==> src/rtl/apb4_master_pkg.sv <==
// apb4_master_pkg: FSM state encoding and pprot bit constants for the APB4 initiator
package apb4_master_pkg;

    typedef enum logic [1:0] {
        IDLE   = 2'd0,
        SETUP  = 2'd1,
        ACCESS = 2'd2,
        RESP   = 2'd3
    } apb4_mst_state_e;

    localparam logic [2:0] PPROT_PRIV  = 3'b001;
    localparam logic [2:0] PPROT_NSEC  = 3'b010;
    localparam logic [2:0] PPROT_INSTR = 3'b100;

endpackage

==> src/rtl/apb4_master_wdt.sv <==
// apb4_master_wdt: saturating wait-state counter that flags expiry on the TIMEOUT-th stalled cycle
module apb4_master_wdt #(
    parameter int TIMEOUT = 255
) (
    input  logic clk_i,
    input  logic rst_i,
    input  logic clr_i,
    input  logic en_i,
    output logic expire_o
);
    localparam int CW = (TIMEOUT > 0) ? $clog2(TIMEOUT + 1) : 1;
    localparam logic [CW-1:0] LAST = CW'((TIMEOUT > 0) ? TIMEOUT - 1 : 0);
    localparam logic [CW-1:0] MAX  = {CW{1'b1}};

    logic [CW-1:0] cnt_q, cnt_d;

    always_comb cnt_d = clr_i ? '0 : (en_i && cnt_q != MAX) ? cnt_q + 1'b1 : cnt_q;

    always_ff @(posedge clk_i) cnt_q <= rst_i ? '0 : cnt_d;

    // expiry fires in the cycle whose increment would make the count reach TIMEOUT
    assign expire_o = (TIMEOUT != 0) && en_i && (cnt_q == LAST);
endmodule

==> src/rtl/apb4_master.sv <==
// apb4_master: valid/ready request channel to APB4 SETUP/ACCESS transfers with watchdog abort
module apb4_master
    import apb4_master_pkg::*;
#(
    parameter int ADDR_WIDTH = 32,
    parameter int DATA_WIDTH = 32,
    parameter int TIMEOUT    = 255
) (
    input  logic                    clk_i,
    input  logic                    rst_i,
    input  logic                    req_valid_i,
    output logic                    req_ready_o,
    input  logic [ADDR_WIDTH-1:0]   req_addr_i,
    input  logic                    req_write_i,
    input  logic [DATA_WIDTH-1:0]   req_wdata_i,
    input  logic [DATA_WIDTH/8-1:0] req_strb_i,
    input  logic [2:0]              req_prot_i,
    output logic                    rsp_valid_o,
    input  logic                    rsp_ready_i,
    output logic [DATA_WIDTH-1:0]   rsp_rdata_o,
    output logic                    rsp_err_o,
    output logic                    rsp_tmo_o,
    output logic [ADDR_WIDTH-1:0]   paddr_o,
    output logic [2:0]              pprot_o,
    output logic                    psel_o,
    output logic                    penable_o,
    output logic                    pwrite_o,
    output logic [DATA_WIDTH-1:0]   pwdata_o,
    output logic [DATA_WIDTH/8-1:0] pstrb_o,
    input  logic                    pready_i,
    input  logic [DATA_WIDTH-1:0]   prdata_i,
    input  logic                    pslverr_i
);
    apb4_mst_state_e         state_q;
    logic                    req_ready_q, rsp_valid_q, rsp_err_q, rsp_tmo_q;
    logic                    psel_q, penable_q, pwrite_q;
    logic [DATA_WIDTH-1:0]   rsp_rdata_q, pwdata_q;
    logic [ADDR_WIDTH-1:0]   paddr_q;
    logic [2:0]              pprot_q;
    logic [DATA_WIDTH/8-1:0] pstrb_q;
    logic                    expire;

    apb4_master_wdt #(.TIMEOUT(TIMEOUT)) u_wdt (
        .clk_i    (clk_i),
        .rst_i    (rst_i),
        .clr_i    (state_q == SETUP),
        .en_i     (state_q == ACCESS && !pready_i),
        .expire_o (expire)
    );

    always_ff @(posedge clk_i) begin
        if (rst_i) begin
            state_q     <= IDLE;
            req_ready_q <= 1'b1;
            rsp_valid_q <= 1'b0;
            rsp_err_q   <= 1'b0;
            rsp_tmo_q   <= 1'b0;
            rsp_rdata_q <= '0;
            psel_q      <= 1'b0;
            penable_q   <= 1'b0;
            pwrite_q    <= 1'b0;
            pwdata_q    <= '0;
            paddr_q     <= '0;
            pprot_q     <= '0;
            pstrb_q     <= '0;
        end else begin
            case (state_q)
                IDLE: if (req_valid_i) begin
                    paddr_q     <= req_addr_i;
                    pwrite_q    <= req_write_i;
                    pwdata_q    <= req_wdata_i;
                    pstrb_q     <= req_write_i ? req_strb_i : '0;
                    pprot_q     <= req_prot_i;
                    psel_q      <= 1'b1;
                    req_ready_q <= 1'b0;
                    state_q     <= SETUP;
                end
                SETUP: begin
                    penable_q <= 1'b1;
                    state_q   <= ACCESS;
                end
                ACCESS: if (pready_i || expire) begin
                    // pready has priority over a watchdog expiry in the same cycle
                    psel_q      <= 1'b0;
                    penable_q   <= 1'b0;
                    rsp_valid_q <= 1'b1;
                    rsp_rdata_q <= (pready_i && !pwrite_q) ? prdata_i : '0;
                    rsp_err_q   <= pready_i ? pslverr_i : 1'b1;
                    rsp_tmo_q   <= !pready_i;
                    state_q     <= RESP;
                end
                RESP: if (rsp_ready_i) begin
                    rsp_valid_q <= 1'b0;
                    req_ready_q <= 1'b1;
                    state_q     <= IDLE;
                end
                default: state_q <= IDLE;
            endcase
        end
    end

    assign req_ready_o = req_ready_q;
    assign rsp_valid_o = rsp_valid_q;
    assign rsp_rdata_o = rsp_rdata_q;
    assign rsp_err_o   = rsp_err_q;
    assign rsp_tmo_o   = rsp_tmo_q;
    assign paddr_o     = paddr_q;
    assign pprot_o     = pprot_q;
    assign psel_o      = psel_q;
    assign penable_o   = penable_q;
    assign pwrite_o    = pwrite_q;
    assign pwdata_o    = pwdata_q;
    assign pstrb_o     = pstrb_q;
endmodule

==> config.mk <==
export PLATFORM = sky130hd
export DESIGN_NAME = apb4_master
export DESIGN_NICKNAME = d
export VERILOG_FILES = /design/src/rtl/apb4_master_pkg.sv /design/src/rtl/apb4_master_wdt.sv /design/src/rtl/apb4_master.sv
export SDC_FILE = /design/constraint.sdc
export NUM_CORES = 1
export LEC_CHECK = 0
export BUFFER_PORTS_ARGS = -buffer_cell sky130_fd_sc_hd__buf_2
export CAP_MARGIN = 20
export CORE_UTILIZATION = 25
export DETAILED_ROUTE_END_ITERATION = 8
export SLEW_MARGIN = 20
export SYNTH_ARGS = -nofsm -noshare
export SYNTH_HDL_FRONTEND = slang
export SYNTH_HIERARCHICAL = 1
export SYNTH_SLANG_ARGS = --single-unit
export TNS_END_PERCENT = 100
==> constraint.sdc <==
create_clock -name clk_i -period 3 [get_ports clk_i]
set_input_delay 0.3 -clock clk_i [delete_from_list [all_inputs] [get_ports clk_i]]
set_output_delay 0.3 -clock clk_i [all_outputs]
set_load 0.005 [all_outputs]
==> results of run 1 <==
-- sequential cells by signal, summed over array words and instances, names as in the netlist --
signal       count
paddr_o         32
pwdata_o        32
rsp_rdata_o     32
u_wdt/cnt_q      8
pstrb_o          4
pprot_o          3
state_q          2
penable_o        1
psel_o           1
pwrite_o         1
req_ready_o      1
rsp_err_o        1
rsp_tmo_o        1
rsp_valid_o      1
-- power groups by stage --
stage | Clock [mW] | Sequential, mW | Combinational, mW
detailed placement | 0 | 2.03 | 1.23
finish | 2.11 | 1.99 | 1.21
global placement | 0 | 2.02 | 1.22
global route | 2.23 | 2.03 | 1.36
CTS | 2.17 | 2.00 | 1.23
floorplan | 0 | 2.05 | 0.671
-- kinds of logic after synthesis --
kind of cell | count (synthesis) | synth area share, %
buf+inv | 38 | 4.06
flops | 120 | 55.7
compound gates | 131 | 19.2
simple gates | 187 | 18.6
mux | 3 | 0.696
fa+ha+maj | 6 | 1.74
-- cell usage after synthesis (2+ instances only) --
cell / count / area share, %
sky130_fd_sc_hd__nand2b_1: 2 / 0.29
sky130_fd_sc_hd__clkbuf_1: 15 / 1.3
sky130_fd_sc_hd__a22o_1: 32 / 6.5
sky130_fd_sc_hd__o21a_1: 2 / 0.35
sky130_fd_sc_hd__nor2b_1: 2 / 0.29
sky130_fd_sc_hd__ha_1: 6 / 1.7
sky130_fd_sc_hd__nor2_1: 7 / 0.61
sky130_fd_sc_hd__nand3_2: 2 / 0.46
sky130_fd_sc_hd__a211oi_1: 5 / 0.87
sky130_fd_sc_hd__o21ai_0: 2 / 0.23
sky130_fd_sc_hd__o31ai_1: 2 / 0.35
sky130_fd_sc_hd__nand2_1: 149 / 13
sky130_fd_sc_hd__or3_1: 2 / 0.29
sky130_fd_sc_hd__mux2i_1: 3 / 0.70
sky130_fd_sc_hd__and4_4: 2 / 0.52
sky130_fd_sc_hd__inv_1: 7 / 0.61
sky130_fd_sc_hd__nand3_1: 6 / 0.70
sky130_fd_sc_hd__nand4_1: 2 / 0.29
sky130_fd_sc_hd__dfxtp_1: 120 / 56
sky130_fd_sc_hd__buf_4: 3 / 0.52
sky130_fd_sc_hd__a31oi_1: 2 / 0.29
sky130_fd_sc_hd__buf_2: 11 / 1.3
sky130_fd_sc_hd__nor3_1: 5 / 0.58
sky130_fd_sc_hd__a21oi_1: 82 / 9.5
-- worst max-delay path by stage --
stage / startpoint / to / slack [ns]
after global placement: state_q[0] / rsp_rdata_o[15] / 0.81
after floorplan: state_q[0] / rsp_rdata_o[0] / 0.68
final: state_q[0] / rsp_rdata_o[29] / 0.76
after detailed placement: state_q[0] / rsp_rdata_o[20] / 0.73
after CTS: state_q[0] / rsp_rdata_o[29] / 0.73
after global routing: state_q[0] / rsp_rdata_o[25] / 0.55
-- worst max-delay path: stages, from the launching register on --
cell and delay [ns]:
sky130_fd_sc_hd__dfxtp_1 0.33, sky130_fd_sc_hd__inv_1 0.08, sky130_fd_sc_hd__ha_1 0.29, sky130_fd_sc_hd__inv_1 0.09, sky130_fd_sc_hd__nor2_1 0.14, sky130_fd_sc_hd__nand2_1 0.07
sky130_fd_sc_hd__nor3_1 0.17, sky130_fd_sc_hd__buf_4 0.16, sky130_fd_sc_hd__o21a_1 0.22, sky130_fd_sc_hd__nor2_2 0.04, sky130_fd_sc_hd__buf_4 0.25, sky130_fd_sc_hd__a22o_1 0.27
-- layout make-up --
| type | count | area [sq um] |
|---|---|---|
| Clock buffer | 21 | 470 |
| Inverter | 7 | 26.3 |
| Sequential cell | 120 | 2400 |
| Multi-Input combinational cell | 327 | 1750 |
| Timing Repair Buffer | 226 | 1180 |
| Fill cell | 1788 | 10500 |
| Tap cell | 220 | 275 |
| Clock inverter | 11 | 146 |
-- per-layer routing --
layer	share of wire (%)	routed length, um	global-route usage [%]	vias to the layer above
met1	43	5330	16.6	1859
li1	-	-	-	2084
met3	10	1280	6.85	12
met2	45	5530	21.9	171
met4	1.1	135	5.11	0
met5	0	0	0	-
==> results.rst, run 1 <==
.. list-table::
   :header-rows: 1

   * - Metric
     - Value
   * - Maximum fanout count along the critical path
     - 32
   * - Share of cells above drive strength 1
     - 37.6%
   * - Total number of vias
     - 4126
   * - Part of the power in the clock network
     - 39.8%
   * - Clock sink count
     - 120
   * - Die Height
     - 133 um
   * - Most frequent cells in the layout
     - 218 x sky130_fd_sc_hd__buf_2, 148 x sky130_fd_sc_hd__nand2_1, 120 x sky130_fd_sc_hd__dfxtp_1
   * - Result of the run
     - finished, final reports clean
   * - Hold worst-path end
     - rsp_rdata_o[15]
   * - Hold_buf cts
     - 0
   * - Tightest hold margin
     - 0.0907 ns
   * - Unique cell type count in the Yosys netlist
     - 38
   * - Flip-flop and latch count after synthesis
     - 120
   * - Switching share of power
     - 29.7%
   * - Post-detailed-routing wire length
     - 12.3 mm
   * - Maximum root-to-sink buffer count
     - 2
   * - Minimum clock period after layout
     - 2.24 ns
   * - Tightest Pin Transition
     - 0.595 ns
   * - Number of max-cap violations
     - 0
   * - Highest attainable clock frequency
     - 0.446 GHz
   * - Final count of pins violating max slew
     - 0
   * - Internal power of the cells
     - 3.73 mW
   * - Sequential group share of total power
     - 37.5%
   * - Worst max-slew margin expressed relative to the limit
     - 60.2%
   * - Most common cell after layout, fill and taps aside
     - sky130_fd_sc_hd__buf_2
   * - Number of levels in the clock H-tree
     - 4
   * - Non-filler cells in the finished layout
     - 932
   * - Post-synthesis instance total
     - 485
   * - Data required, critical path
     - 3.30 ns
   * - Layout overhead on the synthesized area
     - 44.8%
   * - Utilization after layout
     - 37.4%
   * - Maximum resistive drop on vdd
     - 0.384 mV
   * - Pin count of the biggest net entering global routing
     - 57
   * - Startpoint kind of the worst setup timing path
     - flip-flop
   * - Number of vias per cell
     - 4.43
   * - Startpoint of the worst hold path
     - prdata_i[15]
   * - Hold-critical path depth
     - 2
   * - DRC violation total after the first TritonRoute iteration
     - 123
   * - Number of enable flip-flop cells after synthesis
     - 0
   * - Starting density of the core
     - 25.8%
   * - Initial antenna violation count
     - 0
   * - Number of cells on the worst reg-to-reg path
     - 11
   * - Quantity of I/O buffers inserted on ports
     - 219
   * - Global-route wire length before repair
     - 19.4 mm
   * - Final Skew
     - 0.00664 ns
   * - Mean cell area of the mapped netlist
     - 8.90 sq um
   * - Cell total after placement
     - 900
   * - Post-synthesis sequential area ratio
     - 55.7%
   * - Post-layout nets
     - 815
   * - Total leakage power
     - 2.90 nW
   * - Proportion of register bits with asynchronous set or reset after synthesis
     - 0%
   * - Nature of the critical path endpoint
     - flip-flop
   * - Placed wire-length estimate
     - 8.43 mm
   * - Number of gates resized after CTS
     - 0
   * - DRC
     - 0
   * - Post-CTS setup-driven buffer insertion count
     - 0
   * - Total count of hold-check failures in the final report
     - 0
   * - Post-placement setup slack
     - 0.733 ns
   * - Signal arrival time at the worst endpoint
     - 2.54 ns
   * - RSZ-0062 raised after global routing
     - no
   * - Hold WC Path Type
     - in2reg
   * - Chip Width
     - 133 um
   * - Net Count, Synth
     - 601
   * - Antenna diodes
     - 0
   * - Number of top-level pins
     - 220
   * - Commonest register cell after synthesis
     - sky130_fd_sc_hd__dfxtp_1
   * - Clock insertion delay at the later pin of the skew report
     - 0.41 ns
   * - Total non-filler cell area in the finished layout
     - 0.00625 sq mm
   * - Post-synth design cell area
     - 0.00432 sq mm
   * - Clock root buffer
     - sky130_fd_sc_hd__clkbuf_16
   * - Area after detailed placement
     - 0.00563 sq mm
   * - Area of the core
     - 0.0167 sq mm
   * - DRT Pass-1 Iters
     - 4
   * - Power after layout
     - 5.31 mW
   * - Total clock buffers created by CTS
     - 17
   * - Gate power share
     - 22.7%
   * - Overflow left after global routing
     - 0
   * - Register-to-register path setup slack
     - 0.76 ns
   * - Reg2Reg Launch Point
     - state_q[0]
   * - GPL Wtd Cong
     - 0.758
   * - Total power density per cell area
     - 850 mW/mm^2
   * - Die outline area
     - 0.0178 sq mm
   * - Row count
     - 47
   * - Antenna viol nets, final
     - 0
   * - Number of setup violations in the final report
     - 0
   * - Worst path setup slack after routing
     - 0.757 ns
   * - Share of the clock period used by the worst path after layout
     - 74.8%
   * - Psw
     - 1.58 mW
   * - GRT Resource Usage Total
     - 14.0%
   * - CTS tree
     - done
   * - Post-route setup TNS
     - 0 ns
   * - Routed len/inst
     - 13.2 um
   * - Capture point of the worst reg-to-reg path
     - rsp_rdata_o[29]
   * - Synth Warn #
     - 6
   * - CTS clk-pin slew, worst paths
     - 0.06 ns
   * - Critical path type
     - reg2reg
   * - Vias in the first global route
     - 3981
No activity file was read; power rests on OpenSTA's default activity.
==> run 2, diff against run 1 <==
--- a/config.mk
+++ b/config.mk
@@ -5,6 +5,7 @@
 export SDC_FILE = /design/constraint.sdc
 export NUM_CORES = 1
 export LEC_CHECK = 0
+export ABC_AREA = 1
 export BUFFER_PORTS_ARGS = -buffer_cell sky130_fd_sc_hd__buf_2
 export CAP_MARGIN = 20
 export CORE_UTILIZATION = 25
==> constraint.sdc (replaced) <==
create_clock -name clk_i -period 2.35 [get_ports clk_i]
set_input_delay 0.235 -clock clk_i [delete_from_list [all_inputs] [get_ports clk_i]]
set_output_delay 0.235 -clock clk_i [all_outputs]
set_load 0.005 [all_outputs]
==> run 2 against run 1 <==
Via count increased by 4.4%. Non-clock buffer count increased by 3. Utilization down 1.4 points. Critical endpoint is now rsp_rdata_o[20].
==> results.rst, run 2 <==
.. list-table::
   :header-rows: 1

   * - Metric
     - Value
   * - Row count
     - 49 (+4.3%)
   * - Number of max-cap violations
     - 0 (unchanged)
   * - CTS clk-pin slew, worst paths
     - 0.06 ns (about the same)
   * - Total count of hold-check failures in the final report
     - 0 (unchanged)
   * - Total clock buffers created by CTS
     - 17 (unchanged)
   * - Overflow left after global routing
     - 0 (unchanged)
   * - Die outline area
     - 0.0190 sq mm (+6.5%)
   * - Nature of the critical path endpoint
     - flip-flop
   * - Top-area cell type share of the netlist area
     - 52.2% (-3.4 points)
   * - Internal power of the cells
     - 4.65 mW (+25%)
   * - Post-synthesis instance total
     - 575 (+19%)
   * - Critical Path Stages
     - 11 (unchanged)
   * - Mean cell area of the mapped netlist
     - 8.00 sq um (-10%)
   * - Signal arrival time at the worst endpoint
     - 2.36 ns (-0.18 ns)
   * - Hold WC Path Type
     - in2reg
   * - Die Height
     - 138 um (+3.2%)
   * - Unique cell type count in the Yosys netlist
     - 31 (-18%)
   * - Starting density of the core
     - 25.5% (-0.32 points)
   * - DRT Pass-1 Iters
     - 4 (unchanged)
   * - Number of enable flip-flop cells after synthesis
     - 0 (unchanged)
   * - Post-synthesis sequential area ratio
     - 52.2% (-3.4 points)
   * - Worst max-slew margin expressed relative to the limit
     - 65.8% (+5.6 points)
   * - Result of the run
     - finished, final reports clean
   * - Synth cell count leaders
     - 149 x sky130_fd_sc_hd__nor2_1, 120 x sky130_fd_sc_hd__dfxtp_1, 76 x sky130_fd_sc_hd__nand2_1, 73 x sky130_fd_sc_hd__o21ai_0, 43 x sky130_fd_sc_hd__inv_1
   * - Area of the core
     - 0.0180 sq mm (+7.9%)
   * - Maximum root-to-sink buffer count
     - 2 (unchanged)
   * - Gate power share
     - 25.2% (+2.5 points)
   * - Net Count, Synth
     - 691 (+15%)
   * - Share of cells above drive strength 1
     - 38.3% (+0.62 points)
   * - Maximum fanout count along the critical path
     - 34 (+6.3%)
   * - Antenna diodes
     - 0 (unchanged)
   * - Hold_buf cts
     - 0 (unchanged)
   * - Slowest stage delay, CP
     - 0.37 ns (+0.04 ns)
   * - Data required, critical path
     - 2.69 ns (-0.61 ns)
   * - WP buf/inv
     - 2 (-2)
   * - Area leader, netlist
     - sky130_fd_sc_hd__dfxtp_1
   * - Antenna viol nets, final
     - 0 (unchanged)
   * - Final count of pins violating max slew
     - 0 (unchanged)
   * - Share of the clock period used by the worst path after layout
     - 86.1% (+11 points)
   * - Startpoint of the worst hold path
     - req_prot_i[0]
   * - Pin count of the biggest net entering global routing
     - 72 (+26%)
   * - Total leakage power
     - 3.21 nW (+11%)
   * - Sequential group share of total power
     - 38.9% (+1.4 points)
   * - Layout overhead on the synthesized area
     - 41.1%
   * - Part of the power in the clock network
     - 35.9% (-3.9 points)
   * - Startpoint kind of the worst setup timing path
     - flip-flop
   * - Tightest Pin Transition
     - 0.513 ns (-0.0819 ns)
   * - Commonest register cell after synthesis
     - sky130_fd_sc_hd__dfxtp_1
   * - Post-synth design cell area
     - 0.00460 sq mm (+6.6%)
   * - Register-to-register path setup slack
     - 0.33 ns (-0.43 ns)
   * - Switching share of power
     - 31.0% (+1.3 points)
   * - Flip-flop and latch count after synthesis
     - 120 (unchanged)
   * - Total power density per cell area
     - 1040 mW/mm^2 (+22%)
   * - GPL Wtd Cong
     - 0.764 (+0.75%)
   * - CP cell instances
     - inv_1 > ha_1 > inv_2 > nor2_1 > nand2_1 > nor4_2 > nor2_2 > nor2_8 > nor2_8 > nand2_1 > o21ai_2
   * - Synth Warn #
     - 6 (unchanged)
   * - Routed len/inst
     - 12.0 um (-8.5%)
   * - Most common cell after layout, fill and taps aside
     - sky130_fd_sc_hd__buf_2
   * - Chip Width
     - 138 um (+3.2%)
   * - Maximum resistive drop on vdd
     - 0.528 mV (+37%)
   * - Clock root buffer
     - sky130_fd_sc_hd__clkbuf_16
   * - Synth top area cells
     - sky130_fd_sc_hd__dfxtp_1 52%, sky130_fd_sc_hd__nor2_1 12%, sky130_fd_sc_hd__o21ai_0 7.9%, sky130_fd_sc_hd__o21ai_2 6.3%, sky130_fd_sc_hd__nand2_1 6.2%
   * - Highest attainable clock frequency
     - 0.494 GHz (+11%)
   * - Reg2Reg Launch Point
     - state_q[0]
   * - Post-layout nets
     - 910 (+12%)
   * - DRC
     - 0 (unchanged)
   * - DRC violation total after the first TritonRoute iteration
     - 137 (+11%)
   * - Number of cells on the worst reg-to-reg path
     - 11 (unchanged)
   * - Clock insertion delay at the later pin of the skew report
     - 0.41 ns (about the same)
   * - Initial antenna violation count
     - 1 (+1)
   * - Placed wire-length estimate
     - 8.73 mm (+3.6%)
   * - Post-detailed-routing wire length
     - 12.5 mm (+1.5%)
   * - Psw
     - 2.09 mW (+32%)
   * - Number of levels in the clock H-tree
     - 4 (unchanged)
   * - Utilization after layout
     - 36.0% (-1.4 points)
   * - Final Skew
     - 0.00844 ns (+0.00180 ns)
   * - Global-route wire length before repair
     - 19.4 mm (-0.14%)
   * - Number of setup violations in the final report
     - 0 (unchanged)
   * - Hold-critical path depth
     - 3 (+1)
   * - Post-route setup TNS
     - 0 ns (unchanged)
   * - Worst path top cell family by delay
     - simple AND/OR/NAND/NOR gates
   * - CTS tree
     - done
   * - Number of vias per cell
     - 4.16 (-5.9%)
   * - Critical path's slowest cell
     - sky130_fd_sc_hd__dfxtp_1
   * - Number of top-level pins
     - 220 (unchanged)
   * - Minimum clock period after layout
     - 2.02 ns (-0.221 ns)
   * - Total number of vias
     - 4306 (+4.4%)
   * - RSZ-0062 raised after global routing
     - no
   * - Critical path type
     - reg2reg
   * - Hold worst-path end
     - pprot_o[0]
   * - Clock sink count
     - 120 (unchanged)
   * - Top-count cell post-synth
     - sky130_fd_sc_hd__nor2_1
   * - Quantity of I/O buffers inserted on ports
     - 219 (unchanged)
   * - Vias in the first global route
     - 3904 (-1.9%)
   * - Proportion of register bits with asynchronous set or reset after synthesis
     - 0% (unchanged)
   * - GRT Resource Usage Total
     - 13.4% (-0.68 points)
   * - Capture point of the worst reg-to-reg path
     - rsp_rdata_o[20]
   * - Most frequent cells in the layout
     - 219 x sky130_fd_sc_hd__buf_2, 149 x sky130_fd_sc_hd__nor2_1, 120 x sky130_fd_sc_hd__dfxtp_1
## run 2: cell families (layout without fill, tap and decap cells)
group                    Yosys count  count (layout)  share of synthesized area [%]
flip-flops                       120             120                           52.2
AO/OA/AOI/OAI                    122             122                           16.2
buffers and inverters             77             307                           7.39
AND/OR/NAND/NOR                  248             248                           22.2
adder cells (fa/ha/maj)            6               6                           1.63
XOR/XNOR                           2               2                          0.381
## run 2: layout make-up
cell class	count	area, sq um
Inverter	48	180
Sequential cell	120	2400
Tap cell	229	287
Clock buffer	22	474
Fill cell	1904	11500
Multi-Input combinational cell	378	1870
Timing Repair Buffer	229	1210
Clock inverter	8	73.8
## run 2: repair_timing
action                                 CTS  global route
resized for setup                        0             1
setup buffers                            0             3
endpoints found under the hold margin    0             0
setup endpoints to repair                0            21
## run 2: worst max path at each step
stage / from / to
finish: state_q[0] / rsp_rdata_o[20]
global route: state_q[0] / rsp_err_o
CTS: state_q[0] / rsp_rdata_o[6]
detailed placement: state_q[0] / rsp_rdata_o[6]
global placement: state_q[0] / rsp_rdata_o[12]
floorplan: state_q[0] / rsp_err_o
## run 2: worst register-to-register path, cell delays in order, from the launching register on
cell                      delay, ns
sky130_fd_sc_hd__dfxtp_1       0.37
sky130_fd_sc_hd__inv_1         0.09
sky130_fd_sc_hd__ha_1          0.23
sky130_fd_sc_hd__inv_2         0.15
sky130_fd_sc_hd__nor2_1        0.07
sky130_fd_sc_hd__nand2_1       0.08
sky130_fd_sc_hd__nor4_2        0.05
sky130_fd_sc_hd__nor2_2        0.25
sky130_fd_sc_hd__nor2_8        0.08
sky130_fd_sc_hd__nor2_8        0.37
sky130_fd_sc_hd__nand2_1       0.14
sky130_fd_sc_hd__o21ai_2       0.07
## run 2: routing by layer
| metal | global-route usage, % | share of wire, % | vias up |
|---|---|---|---|
| met5 | 0 | 0.10 | - |
| met4 | 4.27 | 0.78 | 2 |
| met3 | 6.99 | 11 | 9 |
| met2 | 21.3 | 45 | 171 |
| met1 | 15.3 | 43 | 1869 |
| li1 | - | - | 2255 |
## run 2: metrics by stage
stage	hold WS [ns]	instance area (sq um)	setup WS [ns]	cells	total power [mW]
floorplan	0.340	4600	0.322	575	3.68
global placement	0.435	5920	0.208	1001	4.38
detailed placement	0.438	5920	0.140	1001	4.39
CTS	0.0487	6460	0.117	1031	6.86
global route	0.0549	6490	0.110	1034	7.24
finish	0.0731	6490	0.327	1034	6.74
## run 2: power by group through the flow
stage	Sequential [mW]	Combinational, mW	Clock, mW
global placement	2.65	1.73	0
CTS	2.63	1.73	2.50
finish	2.62	1.70	2.42
detailed placement	2.66	1.73	0
floorplan	2.69	0.983	0
global route	2.68	1.97	2.60
